**config.mk**
```make
export PLATFORM = sky130hd
export DESIGN_NAME = seg7_scan_ctrl
export DESIGN_NICKNAME = d
export VERILOG_FILES = /design/src/rtl/seg7_pkg.sv /design/src/rtl/seg7_hex_decode.sv /design/src/rtl/seg7_scan_ctrl.sv
export SDC_FILE = /design/constraint.sdc
export NUM_CORES = 1
export LEC_CHECK = 0
export ABC_AREA = 1
export ABC_CLOCK_PERIOD_IN_PS = 22500
export BUFFER_PORTS_ARGS = -buffer_cell sky130_fd_sc_hd__buf_4
export CORE_MARGIN = 1.5
export CORE_UTILIZATION = 45
export CTS_CLUSTER_DIAMETER = 60
export DETAILED_ROUTE_END_ITERATION = 10
export GPL_TIMING_DRIVEN = 0
export PLACE_DENSITY_LB_ADDON = 0.05
export SYNTH_ARGS = -nofsm -noshare
export SYNTH_HDL_FRONTEND = slang
export SYNTH_SLANG_ARGS = --single-unit
```
**constraint.sdc**
```tcl
create_clock -name clk -period 22.5 [get_ports clk]
set_input_delay 0 -clock clk [delete_from_list [all_inputs] [get_ports clk]]
set_output_delay 0 -clock clk [all_outputs]
set_load 0.05 [all_outputs]
```
**src/rtl/seg7_pkg.sv**
```systemverilog
// Shared definitions for the multiplexed 7-segment scanner: glyph table,
// segment bit positions and the per-digit resolved display attributes.
package seg7_pkg;

  localparam int SEG_DP = 7;
  localparam int SEG_A  = 6;
  localparam int SEG_B  = 5;
  localparam int SEG_C  = 4;
  localparam int SEG_D  = 3;
  localparam int SEG_E  = 2;
  localparam int SEG_F  = 1;
  localparam int SEG_G  = 0;

  // Every segment pin including the decimal point; used to flip polarity.
  localparam logic [7:0] SEG_ALL = 8'((1 << SEG_DP) | (1 << SEG_A) | (1 << SEG_B) |
                                      (1 << SEG_C) | (1 << SEG_D) | (1 << SEG_E) |
                                      (1 << SEG_F) | (1 << SEG_G));

  // Glyphs as {a,b,c,d,e,f,g}, index = nibble value.
  localparam logic [6:0] HEX_GLYPH [16] = '{
    7'h7E, 7'h30, 7'h6D, 7'h79, 7'h33, 7'h5B, 7'h5F, 7'h70,
    7'h7F, 7'h7B, 7'h77, 7'h1F, 7'h4E, 7'h3D, 7'h4F, 7'h47
  };

  typedef struct packed {
    logic       mask;
    logic       dp;
    logic       blank;
    logic       lz;
    logic [3:0] bright;
  } type_seg7_cfg_s;

  // Priority: blank, raw byte, leading-zero suppression, hex glyph with dp.
  function automatic logic [7:0] seg7_pattern(
    input logic       blank,
    input logic       mask,
    input logic       lz,
    input logic       dp,
    input logic [7:0] raw,
    input logic [6:0] glyph
  );
    logic [7:0] pat;
    pat = 8'h00;
    if (blank) begin
      pat = 8'h00;
    end else if (mask) begin
      pat = raw;
    end else if (lz) begin
      pat = 8'h00;
    end else begin
      pat[SEG_DP]      = dp;
      pat[SEG_A:SEG_G] = glyph;
    end
    return pat;
  endfunction

endpackage

```
**src/rtl/seg7_hex_decode.sv**
```systemverilog
// Combinational nibble to 7-segment glyph lookup ({a..g}, 1 = lit).
module seg7_hex_decode
  import seg7_pkg::*;
(
  input  logic [3:0] nib_i,
  output logic [6:0] glyph_o
);

  assign glyph_o = HEX_GLYPH[nib_i];

endmodule

```
**src/rtl/seg7_scan_ctrl.sv**
```systemverilog
// Multiplexed 7-segment scanner with double-buffered display settings,
// frame-synchronous apply, leading-zero suppression and PWM brightness.
module seg7_scan_ctrl
  import seg7_pkg::*;
#(
  parameter int NUM_DIGITS     = 8,
  parameter int REFRESH_DIV    = 200000,
  parameter bit SEG_ACTIVE_LOW = 1'b1,
  parameter bit AN_ACTIVE_LOW  = 1'b1
) (
  input  logic                    clk,
  input  logic                    rst,
  input  logic [4*NUM_DIGITS-1:0] value_i,
  input  logic [8*NUM_DIGITS-1:0] raw_i,
  input  logic [NUM_DIGITS-1:0]   raw_mask_i,
  input  logic [NUM_DIGITS-1:0]   dp_i,
  input  logic [NUM_DIGITS-1:0]   blank_i,
  input  logic                    lz_en_i,
  input  logic [3:0]              bright_i,
  input  logic                    wr_en_i,
  output logic [7:0]              seg_o,
  output logic [NUM_DIGITS-1:0]   an_o,
  output logic                    frame_o,
  output logic                    busy_o
);

  localparam int CNT_W = (REFRESH_DIV > 1) ? $clog2(REFRESH_DIV) : 1;
  localparam int TH_W  = CNT_W + 5;
  localparam int DIG_W = (NUM_DIGITS > 1) ? $clog2(NUM_DIGITS) : 1;

  localparam logic [CNT_W-1:0]      CNT_LAST = CNT_W'(REFRESH_DIV - 1);
  localparam logic [DIG_W-1:0]      DIG_LAST = DIG_W'(NUM_DIGITS - 1);
  localparam logic [7:0]            SEG_OFF  = SEG_ACTIVE_LOW ? SEG_ALL : 8'h00;
  localparam logic [NUM_DIGITS-1:0] AN_OFF   = AN_ACTIVE_LOW ? {NUM_DIGITS{1'b1}}
                                                             : {NUM_DIGITS{1'b0}};

  typedef struct packed {
    logic [4*NUM_DIGITS-1:0] value;
    logic [8*NUM_DIGITS-1:0] raw;
    logic [NUM_DIGITS-1:0]   mask;
    logic [NUM_DIGITS-1:0]   dp;
    logic [NUM_DIGITS-1:0]   blank;
    logic                    lz;
    logic [3:0]              bright;
  } disp_set_t;

  disp_set_t             pend_q, pend_d;
  disp_set_t             act_q, act_d;
  logic [CNT_W-1:0]      cnt_q, cnt_d;
  logic [DIG_W-1:0]      digit_q, digit_d;
  logic                  busy_q, busy_d;
  logic                  frame_q, frame_d;
  logic [7:0]            seg_q, seg_d;
  logic [NUM_DIGITS-1:0] an_q, an_d;

  logic                  tick;
  logic                  frame_end;
  logic                  apply;
  logic                  tail_zero;
  logic [NUM_DIGITS-1:0] lz_sup;
  logic [NUM_DIGITS-1:0] an_sel;
  logic [NUM_DIGITS-1:0] an_on;
  logic [3:0]            cur_nib;
  logic [7:0]            cur_raw;
  logic [6:0]            cur_glyph;
  type_seg7_cfg_s        cur_cfg;
  logic [TH_W-1:0]       thresh;
  logic                  pwm_on;
  logic [7:0]            pat;

  // Scan timing and frame-boundary apply of the pending set.
  always_comb begin
    tick      = (cnt_q == CNT_LAST);
    frame_end = tick && (digit_q == DIG_LAST);
    apply     = frame_end && busy_q;
    cnt_d     = tick ? '0 : cnt_q + 1'b1;
    digit_d   = digit_q;
    if (tick) begin
      digit_d = (digit_q == DIG_LAST) ? '0 : digit_q + 1'b1;
    end
    frame_d = frame_end;
    // A write on the apply cycle keeps busy set for the following frame.
    busy_d  = wr_en_i | (busy_q & ~frame_end);

    pend_d = pend_q;
    if (wr_en_i) begin
      pend_d.value  = value_i;
      pend_d.raw    = raw_i;
      pend_d.mask   = raw_mask_i;
      pend_d.dp     = dp_i;
      pend_d.blank  = blank_i;
      pend_d.lz     = lz_en_i;
      pend_d.bright = bright_i;
    end
    act_d = apply ? pend_q : act_q;
  end

  // Resolve the attributes of the digit currently being scanned.
  always_comb begin
    tail_zero = 1'b1;
    lz_sup    = '0;
    for (int k = NUM_DIGITS - 1; k >= 1; k--) begin
      tail_zero = tail_zero & (act_q.value[4*k +: 4] == 4'h0);
      lz_sup[k] = act_q.lz & tail_zero;
    end

    cur_nib        = '0;
    cur_raw        = '0;
    cur_cfg        = '0;
    an_sel         = '0;
    cur_cfg.bright = act_q.bright;
    for (int k = 0; k < NUM_DIGITS; k++) begin
      if (digit_q == DIG_W'(k)) begin
        cur_nib       = act_q.value[4*k +: 4];
        cur_raw       = act_q.raw[8*k +: 8];
        cur_cfg.mask  = act_q.mask[k];
        cur_cfg.dp    = act_q.dp[k];
        cur_cfg.blank = act_q.blank[k];
        cur_cfg.lz    = lz_sup[k];
        an_sel[k]     = 1'b1;
      end
    end
  end

  seg7_hex_decode u_hex (
    .nib_i   (cur_nib),
    .glyph_o (cur_glyph)
  );

  // Brightness gates both the segments and the anode within each slot.
  always_comb begin
    thresh = ((TH_W'(cur_cfg.bright) + TH_W'(1)) * TH_W'(REFRESH_DIV)) >> 4;
    pwm_on = (TH_W'(cnt_q) < thresh);
    pat    = pwm_on ? seg7_pattern(cur_cfg.blank, cur_cfg.mask, cur_cfg.lz,
                                   cur_cfg.dp, cur_raw, cur_glyph)
                    : 8'h00;
    seg_d  = SEG_ACTIVE_LOW ? (pat ^ SEG_ALL) : pat;
    an_on  = pwm_on ? an_sel : '0;
    an_d   = AN_ACTIVE_LOW ? ~an_on : an_on;
  end

  always_ff @(posedge clk or posedge rst) begin
    if (rst) begin
      pend_q  <= '0;
      act_q   <= '0;
      cnt_q   <= '0;
      digit_q <= '0;
      busy_q  <= 1'b0;
      frame_q <= 1'b0;
      seg_q   <= SEG_OFF;
      an_q    <= AN_OFF;
    end else begin
      pend_q  <= pend_d;
      act_q   <= act_d;
      cnt_q   <= cnt_d;
      digit_q <= digit_d;
      busy_q  <= busy_d;
      frame_q <= frame_d;
      seg_q   <= seg_d;
      an_q    <= an_d;
    end
  end

  assign seg_o   = seg_q;
  assign an_o    = an_q;
  assign frame_o = frame_q;
  assign busy_o  = busy_q;

endmodule

```
==> results.py <==
metrics = {
    "sta": {
        "timing.final.crit_share_pct": 22.22,
        "worst_slew_pin_slew_ns": 1.107,
        "final_hold_viol_count": 0,
        "fmax_ghz": 0.2000,
        "finalSetupTns_ns": 0,
        "skew_ns": 0.02832,
        "slew_headroom_pct": 26.17,
        "rsz0062_at_grt": "no",
        "period_minus_slack_ns": 5.000,
        "setup_viol": 0,
        "slew_violations": 0,
    },
    "place": {
        "placed_area_um2": 16050,
        "place_hpwl_mm": 27.14,
        "dp_cells": 2308,
        "portBuffers": 144,
        "gp_congestion": 0.8760,
    },
    "power_and_ir_drop": {
        "max-vdd-ir-drop_mv": 0.04269,
        "seqPwrFrac_pct": 47.0,
        "p_clk_share_pct": 46.5,
        "p_int_uw": 908.0,
        "comb_power_share_pct": 6.5,
        "power_leakage_nw": 10.39,
        "switchingPower_uw": 271.1,
        "switching_share_pct": 22.99,
        "p_total_mw": 1.179,
        "power-per-cell-area_nw_per_um2": 63.97,
    },
    "setup_path": {
        "critical_path_class": "reg2reg",
        "slowest_delay_ns": 0.48,
        "crit_family": "adder cells",
        "crit_required_ns": 22.88,
        "start_kind": "flop",
        "path_cells": "ha_1 > xor2_1 > ha_1 > xor2_1 > ha_1 > ha_1 > ha_1 > a21oi_1 > o21bai_1 > nand2_1 > o211ai_1 > xnor2_1 > ha_1 > nand2_1 > nor2_1 > a211oi_1 > nand2_1 > nand2_1 > nand2_1 > nand2_1 > nand2_1 > nand2_1 > nand2_1",
        "crit_buf_inv": 0,
        "cpMostUsedCell": "nand2_1",
        "worst_ep_arrival_time_ns": 5.38,
        "crit_slowest_cell": "nand2_1",
        "crit_fanout": 8,
        "critPathCaptureType": "flop",
    },
    "clock_tree": {
        "insertion_delay_ns": 0.52,
        "clkTransAtPathRegs_ns": 0.06,
        "clockBufferDepth": 3,
        "htree_num_levels": 2,
        "tritoncts": "done",
        "clock_tree.root_cell": "clkbuf_16",
        "ctsResizeCount": 0,
        "post_cts_buffers": 0,
        "clock_sinks": 289,
        "numCtsBuffers": 35,
    },
    "drt": {
        "vias": 11880,
        "first_iter_violations": 792,
        "wl_mm": 37.87,
        "drc": 0,
        "ant_nets": 0,
        "vias_per_cell": 4.755,
        "drt_first_pass_iters": 5,
        "wl_per_cell_um": 15.16,
    },
    "hold_path": {
        "hp-class": "in2async",
    },
    "global_route": {
        "first_global_vias": 11660,
        "grt_overflow": 0,
        "antenna_found_initial": 0,
        "grt_first_pass_wirelength_mm": 60.97,
        "grt_start_max_net_pins": 107,
        "track_usage_pct": 23.44,
    },
    "run_status": {
        "status": "complete, no violations",
    },
    "floorplan": {
        "die_w_um": 181.9,
        "coreArea_um2": 31560,
        "dieArea_um2": 33090,
        "start_util_pct": 45.65,
        "ios": 146,
        "row_count": 65,
        "fp.dieH_um": 181.9,
    },
    "finish": {
        "drive_gt1_share_pct": 12.84,
        "fin_cells": 2498,
        "final_common_cell": "nand2_1",
        "num-nets-final": 2258,
        "area_delta_synth_final_pct": 27.96,
        "final_area_um2": 18430,
        "mostFrequentLayoutCells": "nand2_1, inv_1, dfrtp_1",
    },
    "yosys": {
        "synth-seq-cells": 289,
        "synth_warnings": 0,
        "synth_cell_types": 47,
        "ys_seq_area_share_pct": 50.34,
        "synth_cells": 1760,
        "synth.net_count": 1949,
        "synth_area_per_cell_um2": 8.185,
        "synth_area_um2": 14410,
    },
    "flow_run": {
        "max_cap_violations": 0,
    },
}
## area by class of cell
type / instances / area, um^2
Clock buffer: 56 / 1035
Multi-Input combinational cell: 1116 / 5704
Clock inverter: 7 / 82.58
Antenna cell: 1 / 2.502
Sequential cell: 289 / 7252
Inverter: 289 / 1095
Fill cell: 2899 / 13120
Timing Repair Buffer: 272 / 2397
Buffer: 66 / 361.6
Tap cell: 402 / 503.0
## power groups by stage
stage / sequential (mW) / combinational, mW / clock, mW
finish: 0.554 / 0.0771 / 0.548
global route: 0.556 / 0.0878 / 0.580
CTS: 0.554 / 0.0784 / 0.557
detailed placement: 0.562 / 0.0610 / 0
global placement: 0.563 / 0.0585 / 0
floorplan: 0.557 / 0.0308 / 0
## cell families after synthesis
| kind of cell | after synthesis | synth area share, % |
|---|---|---|
| flip-flops | 289 | 50.34 |
| multiplexers | 51 | 3.544 |
| XOR/XNOR | 20 | 1.216 |
| AO/OA/AOI/OAI | 176 | 6.810 |
| AND/OR/NAND/NOR | 808 | 22.68 |
| buffers and inverters | 355 | 10.06 |
| adder cells (fa/ha/maj) | 61 | 5.350 |
## final timing paths
path	from	to	slack, ns	cells past startpoint
max reg2reg	act_q[0]$_DFFE_PP0P_	an_o[6]$_DFF_PP1_	17.50	23
max in group asynchronous	rst	pend_q[3]$_DFFE_PP0P_	21.41	4
max	act_q[0]$_DFFE_PP0P_	an_o[6]$_DFF_PP1_	17.50	23
min reg2reg	cnt_q[0]$_DFF_PP0_	cnt_q[0]$_DFF_PP0_	0.46	1
min	rst	act_q[31]$_DFFE_PP0P_	0.13	3
min in group clk	raw_i[11]	pend_q[40]$_DFFE_PP0P_	0.22	4
## sequential cells by signal, indices dropped and copies added, names as in the netlist
register	count
busy_o	1
frame_o	1
cnt_q	18
seg_o	8
act_q	125
digit_q	3
pend_q	125
an_o	8
## tightest hold or removal path: cells and delay by family
| family | cells | cell delay (ns) |
|---|---|---|
| buf+inv | 3 | 1.11 |
## metrics by stage
step           utilization, %  setup WS, ns  hold slack [ns]
2_1_floorplan               -         14.55           0.1124
3_3_place_gp            50.67         11.12           0.2011
3_5_place_dp            50.87         17.47           0.1298
4_1_cts                 58.41         17.43           0.1395
5_1_grt                 58.41         17.13           0.1832
6_report                58.41         17.50           0.1315
## per-layer routing
metal	wire, um	part of all wire, %	vias up	GRT usage, %
met5	0	0	-	0
met4	915	2.4	0	6.612
met3	1778	4.7	59	3.670
met2	17210	45	260	38.00
met1	17960	47	5523	32.66
li1	-	-	6037	-
## Yosys cell counts (all sizes together)
cell type / number / area, um^2
nand3: 77 / 385.4
o221ai: 1 / 8.760
buf: 35 / 245.2
inv: 287 / 1080
a211oi: 1 / 7.510
mux2i: 51 / 510.5
nand2: 591 / 2243
o21ai: 42 / 217.7
o21a: 2 / 15.01
ha: 60 / 750.7
a21o: 1 / 7.510
nor3: 11 / 70.07
fa: 1 / 20.02
clkbuf: 31 / 116.4
dfrtp: 273 / 6832
o21bai: 1 / 7.510
nor4: 7 / 65.06
a22oi: 5 / 37.54
or2: 1 / 6.260
nor2: 113 / 431.7
and3: 1 / 6.260
a21oi: 109 / 579.3
a31o: 1 / 8.760
clkinv: 2 / 7.510
o22ai: 1 / 6.260
o211ai: 8 / 60.06
a31oi: 4 / 25.02
xor2: 13 / 113.9
nand4: 7 / 58.81
dfstp: 16 / 420.4
xnor2: 7 / 61.31
## what timing repair did
item,4_1_cts,5_1_grt
endpoints found under the setup margin,0,0
hold buffers,126,0
hold endpoints to repair,208,0
No activity file was read; power rests on OpenSTA's default activity.
